`src/rtl/serial_check_sched.sv`:
```
// rtl/serial_check_sched.sv - round-robin sharing of one serial bit-stream checker
//
// Purpose:
//   Arbitrates NREQ requesters round-robin. The winner's WLEN-bit word is
//   latched, the checker is restarted, and the word is shifted in MSB first.
//   The checker's pass flag is then sampled and returned, tagged with the
//   requester id.
//
// Ports:
//   clk, rst_n          clock, asynchronous active-low reset
//   req[NREQ]           request level per requester
//   data[NREQ*WLEN]     word of requester i at [i*WLEN +: WLEN]
//   gnt[NREQ]           one-hot single-cycle pulse, word accepted
//   busy                high from grant cycle through done cycle
//   done                single-cycle pulse, result/done_id valid
//   done_id, result     finished requester id and verdict (held until next done)
//   chk_restart         restart the checker at the next posedge
//   chk_en, chk_bit     serial bit to the checker, consumed at posedge when chk_en
//   chk_ok              checker pass flag, only looked at in SAMPLE
module serial_check_sched #(
  parameter int NREQ = 2,
  parameter int WLEN = 8,
  parameter int IDW  = 1
) (
  input  logic                 clk,
  input  logic                 rst_n,
  input  logic [NREQ-1:0]      req,
  input  logic [NREQ*WLEN-1:0] data,
  output logic [NREQ-1:0]      gnt,
  output logic                 busy,
  output logic                 done,
  output logic [IDW-1:0]       done_id,
  output logic                 result,
  output logic                 chk_restart,
  output logic                 chk_en,
  output logic                 chk_bit,
  input  logic                 chk_ok
);

  localparam int CW = $clog2(WLEN + 1);

  typedef enum logic [2:0] {
    S_IDLE,
    S_RESTART,
    S_SHIFT,
    S_SAMPLE,
    S_FINISH
  } state_t;

  state_t            state_q, state_d;
  logic [IDW-1:0]    rr_q, rr_d;
  logic [IDW-1:0]    id_q, id_d;
  logic [WLEN-1:0]   shreg_q, shreg_d;
  logic [CW-1:0]     cnt_q, cnt_d;
  logic              result_q, result_d;
  logic [IDW-1:0]    done_id_q, done_id_d;
  logic [NREQ-1:0]   gnt_q, gnt_d;
  logic              busy_q, busy_d;
  logic              done_q, done_d;
  logic              chk_restart_q, chk_restart_d;
  logic              chk_en_q, chk_en_d;
  logic              chk_bit_q, chk_bit_d;

  logic              found;
  logic [IDW-1:0]    pick;

  // First set request at or above the rr pointer, wrapping around.
  always_comb begin
    int idx;
    found = 1'b0;
    pick  = '0;
    idx   = 0;
    for (int k = 0; k < NREQ; k++) begin
      idx = int'(rr_q) + k;
      if (idx >= NREQ) idx = idx - NREQ;
      if (!found && req[idx]) begin
        found = 1'b1;
        pick  = IDW'(idx);
      end
    end
  end

  always_comb begin
    state_d   = state_q;
    rr_d      = rr_q;
    id_d      = id_q;
    shreg_d   = shreg_q;
    cnt_d     = cnt_q;
    result_d  = result_q;
    done_id_d = done_id_q;

    case (state_q)
      S_IDLE: begin
        if (found) begin
          id_d    = pick;
          shreg_d = data[int'(pick)*WLEN +: WLEN];
          state_d = S_RESTART;
        end
      end
      S_RESTART: begin
        cnt_d   = '0;
        state_d = S_SHIFT;
      end
      S_SHIFT: begin
        shreg_d = shreg_q << 1;
        cnt_d   = cnt_q + CW'(1);
        if (cnt_q == CW'(WLEN - 1)) state_d = S_SAMPLE;
      end
      S_SAMPLE: begin
        result_d  = chk_ok;
        done_id_d = id_q;
        state_d   = S_FINISH;
      end
      S_FINISH: begin
        rr_d    = (id_q == IDW'(NREQ - 1)) ? '0 : id_q + IDW'(1);
        state_d = S_IDLE;
      end
      default: state_d = S_IDLE;
    endcase

    // Outputs are registered: decode them from the state being entered so
    // they line up with the state they belong to. chk_bit comes from the
    // shift register as it will be in that cycle (unshifted on entry).
    gnt_d = '0;
    if (state_d == S_RESTART) gnt_d[id_d] = 1'b1;
    chk_restart_d = (state_d == S_RESTART);
    busy_d        = (state_d != S_IDLE);
    done_d        = (state_d == S_FINISH);
    chk_en_d      = (state_d == S_SHIFT);
    chk_bit_d     = (state_d == S_SHIFT) & shreg_d[WLEN-1];
  end

  always_ff @(posedge clk or negedge rst_n) begin
    if (!rst_n) begin
      state_q       <= S_IDLE;
      rr_q          <= '0;
      id_q          <= '0;
      shreg_q       <= '0;
      cnt_q         <= '0;
      result_q      <= 1'b0;
      done_id_q     <= '0;
      gnt_q         <= '0;
      busy_q        <= 1'b0;
      done_q        <= 1'b0;
      chk_restart_q <= 1'b0;
      chk_en_q      <= 1'b0;
      chk_bit_q     <= 1'b0;
    end else begin
      state_q       <= state_d;
      rr_q          <= rr_d;
      id_q          <= id_d;
      shreg_q       <= shreg_d;
      cnt_q         <= cnt_d;
      result_q      <= result_d;
      done_id_q     <= done_id_d;
      gnt_q         <= gnt_d;
      busy_q        <= busy_d;
      done_q        <= done_d;
      chk_restart_q <= chk_restart_d;
      chk_en_q      <= chk_en_d;
      chk_bit_q     <= chk_bit_d;
    end
  end

  assign gnt         = gnt_q;
  assign busy        = busy_q;
  assign done        = done_q;
  assign done_id     = done_id_q;
  assign result      = result_q;
  assign chk_restart = chk_restart_q;
  assign chk_en      = chk_en_q;
  assign chk_bit     = chk_bit_q;

endmodule

```
`config.mk`:
```
export PLATFORM = sky130hd
export DESIGN_NAME = serial_check_sched
export DESIGN_NICKNAME = d
export VERILOG_FILES = /design/src/rtl/serial_check_sched.sv
export SDC_FILE = /design/constraint.sdc
export NUM_CORES = 1
export LEC_CHECK = 0
export ABC_CLOCK_PERIOD_IN_PS = 1650
export CAP_MARGIN = 10
export CORE_ASPECT_RATIO = 0.8
export CORE_UTILIZATION = 35
export DETAILED_ROUTE_END_ITERATION = 10
export GPL_TIMING_DRIVEN = 0
export HOLD_SLACK_MARGIN = 0.05
export MAX_ROUTING_LAYER = met4
export SETUP_SLACK_MARGIN = 0.05
export SKIP_CTS_REPAIR_TIMING = 1
export SLEW_MARGIN = 10
export SYNTH_ARGS = -nofsm -noshare
export SYNTH_HDL_FRONTEND = slang
export SYNTH_SLANG_ARGS = --single-unit
```
`constraint.sdc`:
```
create_clock -name clk -period 1.65 [get_ports clk]
set_input_delay 0.33 -clock clk [delete_from_list [all_inputs] [get_ports clk]]
set_output_delay 0.33 -clock clk [all_outputs]
set_load 0.03 [all_outputs]
```
==> reports/metrics.csv, run 1 <==
stage;metric;value;unit
setup_path;rr_startpoint;state_q[0];
synth;avgSynthCellArea;11.3;um^2
timing;finalHoldViolations;0;
synth;syn_nets;124;
timing;min_period_over_period;92.2;%
synth;synth_edf_count;0;
synth;ys_warn_count;0;
finish;area_delta_synth_final;37.8;%
setup_path;r2r_slack;0.13;ns
setup_path;reg2reg_to;shreg_q[0];
floorplan;io_pins;30;
clocking;cts.sinks;26;
placement;hpwl;1.65;mm
clocking;clk_transition_reported_paths;0.09;ns
synth;synth_area_leaders;dfrtp_1 56%, mux2i_1 7.8%, a22oi_1 4.6%;
detailed_routing;drt_iter0_drc;28;
finish;stdcell_count;175;
global_route;grt_pass1_vias;883;
setup_path;crit_chain;buf_6 > or3_4 > or2_4 > buf_6 > nand3b_1 > o21ai_2;
setup_path;path_class;reg -> reg;
synth;ys_async_sr_fraction;100;%
floorplan;die_x;66.2;um
timing;finalCriticalPeriod;1.52;ns
floorplan;num_rows;18;
floorplan;core_area;0.00311;mm^2
clocking;cts_made_buffers;3;
global_route;grt_usage;15.8;%
pwr;sw_frac_of_total;37.1;%
synth;ys_seq_elements;26;
floorplan;die_y;53.4;um
placement;place.gp.congestion;0.757;
synth;synth_area_leader_cell;dfrtp_1;
hold_path;hp-class;in -> async;
finish;num_antenna_cells;0;
setup_path;critPathMaxFanout;10;
pwr;power.total;2.94;mW
timing;finClkSkew;0.00441;ns
pwr;ir_worst_vdd;0.876;mV
setup_path;path_common_cell;buf_6;
setup_path;startpoint_type;register;
clocking;cts_buffer_depth;2;
detailed_routing;dr.pass1.iters;4;
global_route;grt_pass1_wl;3.96;mm
finish;drive_gt1_share;14.1;%
timing;fmax;0.657;GHz
synth;seq_area_frac_synth;56.3;%
floorplan;start_util;37.2;%
placement;dp_cells;171;
global_route;grtUsageMet1;19.6;%
detailed_routing;drc_errors;0;
synth;netlist.area_leader.share;56.3;%
timing;rsz0062_at_grt;no;
timing;tightestPinTransition;0.567;ns
pwr;p_int;1.85;mW
pwr;p_leak;0.821;nW
setup_path;rr_worst_depth;6;
pwr;p_switching;1.09;mW
flow_run;maxCapViolCount;0;
clocking;cts_root_buf;clkbuf_8;
pwr;power_frac_seq;37.3;%
timing;setup_viol;0;
finish;final_util;51.2;%
global_route;grt.met3_usage;5.17;%
synth;ys_types;29;
synth;postSynthCellCount;102;
timing;final-max-slew-violation-count;0;
detailed_routing;wl_per_cell;12.9;um
detailed_routing;drtAntennaViolNets;0;
detailed_routing;wl;2.25;mm
setup_path;worstPathArrival;1.69;ns
setup_path;end_kind;register;
floorplan;die_area;0.00353;mm^2
setup_path;cpMaxStageDelayCell;dfrtp_1;
pwr;combPwrFrac;44.9;%
setup_path;critPathMaxStageDelay;0.38;ns
global_route;grt.overflow.total;0;
global_route;use_met2;25.3;%
clocking;clk-insertion-delay-late;0.27;ns
detailed_routing;via_per_inst;4.93;
placement;dpl-instance-area;0.00150;mm^2
pwr;clockPowerShare;17.9;%
placement;portBuffers;29;
clocking;h-tree-depth;1;
setup_path;required;1.82;ns
synth;synth-main-ff-cell;dfrtp_1;
finish;final_area;0.00159;mm^2
pwr;pwr_density_cell;1850;mW/mm^2
finish;num-fill-cells;274;
clocking;tritoncts;yes;
global_route;antenna_found_initial;0;
global_route;grt_max_degree;27;
global_route;grt_busiest_layer;met2;
timing;max_slew_margin;62.2;%
detailed_routing;vias;862;
finish;fin_nets;158;
outcome;run_status;finished clean;
synth;synth_area;0.00115;mm^2
area by class of cell:
type / instances / area, um^2 / area share (%)
multi-input combinational: 64 / 445 / 28.0
tap: 40 / 50.0 / 3.14
sequential: 26 / 651 / 40.9
clock buffer: 3 / 41.3 / 2.59
inverter: 7 / 26.3 / 1.65
clock inverter: 1 / 30.0 / 1.89
buffer: 5 / 40.0 / 2.52
timing repair buffer: 29 / 308 / 19.3
worst max path at each step:
stage                          start  depth (start not counted)  slack [ns]          to
after floorplan           state_q[0]                          6        0.21  shreg_q[0]
after global placement        req[0]                          6       -0.23  shreg_q[7]
after detailed placement      req[0]                          6       -0.22  shreg_q[7]
after CTS                     result                          1        0.01      result
after global routing      state_q[0]                          6        0.06  shreg_q[0]
final                     state_q[0]                          6        0.13  shreg_q[0]
routing by layer:
layer / vias to the layer above / wire (um)
met4: 0 / 19
met5: - / 0
li1: 428 / -
met3: 3 / 131
met1: 405 / 1090
met2: 26 / 1010
state kept, by name, indices dropped and copies added (netlist names):
signal and flops:
cnt_q 4, gnt 2, done_id 1, chk_en 1
rr_q 1, chk_restart 1, state_q 3, result 1
done 1, shreg_q 8, busy 1, id_q 1
chk_bit 1
through the flow:
stage	worst slack (ns)	setup TNS, ns	hold slack (ns)
after floorplan	0.213	0	0.0344
after global placement	-0.229	-3.59	0.490
after detailed placement	-0.219	-4.64	0.498
after CTS	0.0105	0	0.508
after global routing	0.0640	0	0.0736
final	0.129	0	0.0410
synthesized netlist by cell type (all sizes together), types with 2 or more instances:
cell and count:
dfrtp 26, mux2 2, o21ai 12, buf 5, nand2b 2, inv 7
a31oi 3, mux2i 9, nor3b 3, nor2 7, nand2 3, a21oi 5
a22oi 7
cells by family after synthesis:
group,synth area share (%)
buffers and inverters,5.52
and+or+nand+nor,12.1
DFF,56.3
AOI/OAI and AO/OA,15.2
adders and majority gates,1.08
muxes,9.75
cells in the final DEF (no fill, tap or decap), drive strengths merged, types with 2 or more instances in the layout:
master / netlist / final
nand2: 3 / 3
a22oi: 7 / 7
a31oi: 3 / 3
a21oi: 5 / 5
nor3b: 3 / 3
nor2: 7 / 7
dfrtp: 26 / 26
clkbuf: 0 / 3
mux2: 2 / 2
nand2b: 2 / 2
o21ai: 12 / 12
mux2i: 9 / 9
inv: 7 / 7
clkdlybuf4s50: 0 / 19
dlymetal6s2s: 0 / 9
buf: 5 / 6
power groups by stage:
stage / Combinational, mW / Clock, mW / Sequential, mW
floorplan: 0.739 / 0 / 1.26
global placement: 1.32 / 0 / 1.10
detailed placement: 1.33 / 0 / 1.11
CTS: 1.34 / 0.539 / 1.10
global route: 1.47 / 0.566 / 1.14
finish: 1.32 / 0.525 / 1.09
critical path: cells and delay by family, from the launching register on:
kind,cells,cell delay [ns]
compound gates,1,0.06
simple gates,3,0.71
buf+inv,2,0.28
flops,1,0.38
Note: power is estimated with default switching activity, not from simulation.
==> inputs of run 2 (changes only) <==
- ABC_CLOCK_PERIOD_IN_PS: 1650 -> default
- CTS_BUF_LIST: default -> sky130_fd_sc_hd__clkbuf_16
==> run 2 against run 1 <==
  * Global-route usage stayed put
  * Via count is 1.3% lower
  * Clock power is 32% higher
  * Final cell count stayed put
  * Maximum frequency is 0.38% higher
  * Power is 5.7% higher
  * Worst setup slack better by 0.0057 ns
  * Wire length is 1.1% lower
==> reports/metrics.csv, run 2 (synthesis gave the netlist of run 1 again) <==
stage;metric;value;unit;change
outcome;run_status;finished clean;;
detailed_routing;drtAntennaViolNets;0;;unchanged
placement;hpwl;1.65;mm;unchanged
finish;largest_register_ffs;8;;unchanged
timing;finalHoldViolations;0;;unchanged
clocking;cts_buffer_depth;2;;unchanged
flow_run;maxCapViolCount;0;;unchanged
global_route;grt_max_degree;27;;unchanged
floorplan;io_pins;30;;unchanged
finish;final_common_cell;dfrtp_1;;
setup_path;critPathMaxFanout;10;;unchanged
setup_path;required;1.80;ns;-0.02 ns
floorplan;start_util;37.2;%;unchanged
global_route;grt_pass1_wl;4.01;mm;+1.2%
detailed_routing;wl;2.23;mm;-1.1%
detailed_routing;vias;851;;-1.3%
placement;portBuffers;29;;unchanged
setup_path;worstPathArrival;1.67;ns;-0.02 ns
placement;place.gp.congestion;0.757;;unchanged
detailed_routing;via_per_inst;4.86;;-1.3%
timing;setup_viol;0;;unchanged
setup_path;cpMaxStageDelayCell;dfrtp_1;;
timing;min_period_over_period;91.9;%;-0.34 points
clocking;clk_transition_reported_paths;0.06;ns;-0.03 ns
clocking;h-tree-depth;1;;unchanged
timing;max_slew_margin;62.2;%;about the same
clocking;cts_root_buf;clkbuf_16;;
global_route;grt_pass1_vias;903;;+2.3%
timing;tightestPinTransition;0.567;ns;-0.000446 ns
placement;pre_cts_ws;-0.219;ns;unchanged
detailed_routing;dr.pass1.iters;3;;-1
timing;finalCriticalPeriod;1.52;ns;-0.00568 ns
clocking;tritoncts;yes;;
detailed_routing;met3_length;95;um;-27%
setup_path;end_kind;register;;
detailed_routing;wl_per_cell;12.7;um;-1.1%
finish;fin_nets;158;;unchanged
detailed_routing;routed.top_layer;met3;;
clocking;clk-insertion-delay-late;0.26;ns;about the same
floorplan;die_area;0.00353;mm^2;unchanged
floorplan;num_rows;18;;unchanged
timing;setup_slack;0.134;ns;+0.00568 ns
finish;area_delta_synth_final;40.7;%;
global_route;grt.overflow.total;0;;unchanged
timing;finClkSkew;0.00495;ns;+0.000534 ns
floorplan;die_y;53.4;um;unchanged
global_route;grt_usage;15.8;%;unchanged
timing;rsz0062_at_grt;no;;
finish;layout_common_cells;26 x dfrtp_1, 19 x clkdlybuf4s50_1, 9 x mux2i_1, 9 x dlymetal6s2s_1, 8 x o21ai_1;;
timing;fmax;0.660;GHz;+0.38%
hold_path;hp-class;in -> async;;
detailed_routing;met1_length;1.13;mm;+4.1%
finish;drive_gt1_share;14.1;%;unchanged
setup_path;path_class;reg -> reg;;
detailed_routing;drt_iter0_drc;19;;-32%
setup_path;path_common_cell;buf_6;;
clocking;cts.sinks;26;;unchanged
setup_path;crit_chain;buf_6 > or3_4 > or2_4 > buf_6 > nand3b_1 > o21ai_2;;
setup_path;startpoint_type;register;;
finish;top_regs;shreg_q: 8 flops, cnt_q: 4 flops, state_q: 3 flops;;
finish;largest-register;shreg_q;;
pwr;ir_worst_vdd;0.684;mV;-22%
detailed_routing;dr_wl_met2;997;um;-1.5%
floorplan;die_x;66.2;um;unchanged
global_route;antenna_found_initial;0;;unchanged
floorplan;core_area;0.00311;mm^2;unchanged
clocking;cts_made_buffers;3;;unchanged
finish;num_antenna_cells;0;;unchanged
setup_path;critPathMaxStageDelay;0.37;ns;about the same
pwr;power.total;3.10;mW;+5.7%
pwr;p_leak;0.837;nW;+1.9%
timing;final-max-slew-violation-count;0;;unchanged
setup_path;rr_worst_depth;6;;unchanged
pwr;pwr_density_cell;1910;mW/mm^2;+3.5%
detailed_routing;drc_errors;0;;unchanged
[run 2: cell count changes in the layout (fill, tap and decap cells not counted)]
cell,change
clkbuf_16,+3
clkbuf_8,-3
[run 2: worst paths after layout]
check / slack, ns / end / start
worst min-delay path: 0.06 / done_id / rst_n
worst max-delay path: 0.13 / shreg_q[0] / state_q[0]
max in group asynchronous: 1.21 / cnt_q[0] / rst_n
worst min register to register: 0.50 / cnt_q[0] / cnt_q[0]
min in group clk: 0.50 / cnt_q[0] / cnt_q[0]
worst max register to register: 0.13 / shreg_q[0] / state_q[0]
[run 2: routing by layer]
metal / vias to the layer above / global-route usage (%)
met5: - / -
met1: 401 / 19.5
met3: 0 / 5.17
li1: 430 / -
met2: 20 / 26.5
met4: 0 / 1.06
[run 2: cell type report]
type	count	area (um^2)
clock buffers	3	75.1
multi-input cells	64	445
well taps	40	50.0
flip-flops and latches	26	651
fillers	271	1480
plain buffers	5	40.0
repair buffers	29	308
inverters	7	26.3
clock inverters	1	30.0
[run 2: worst max-delay path, delay by kind of cell (launching register included)]
| kind | cells | cell delay (ns) |
|---|---|---|
| and+or+nand+nor | 3 | 0.70 |
| DFF | 1 | 0.37 |
| buffers and inverters | 2 | 0.27 |
| AOI/OAI and AO/OA | 1 | 0.06 |
[run 2: power breakdown]
| part | internal, mW | switching (mW) |
|---|---|---|
| sequential | 0.929 | 0.166 |
| clock | 0.482 | 0.210 |
| combinational | 0.596 | 0.722 |
| total | 2.01 | 1.10 |
[run 2: through the flow]
stage	TNS [ns]	hold slack (ns)	cells	util, %	area, um^2
3_3_place_gp	-3.59	0.490	171	48.1	1500
3_5_place_dp	-4.64	0.498	171	48.1	1500
5_1_grt	0	0.107	175	52.3	1630
2_1_floorplan	0	0.0344	102	-	1150
4_1_cts	0	0.505	175	51.5	1600
6_report	0	0.0614	175	52.3	1630
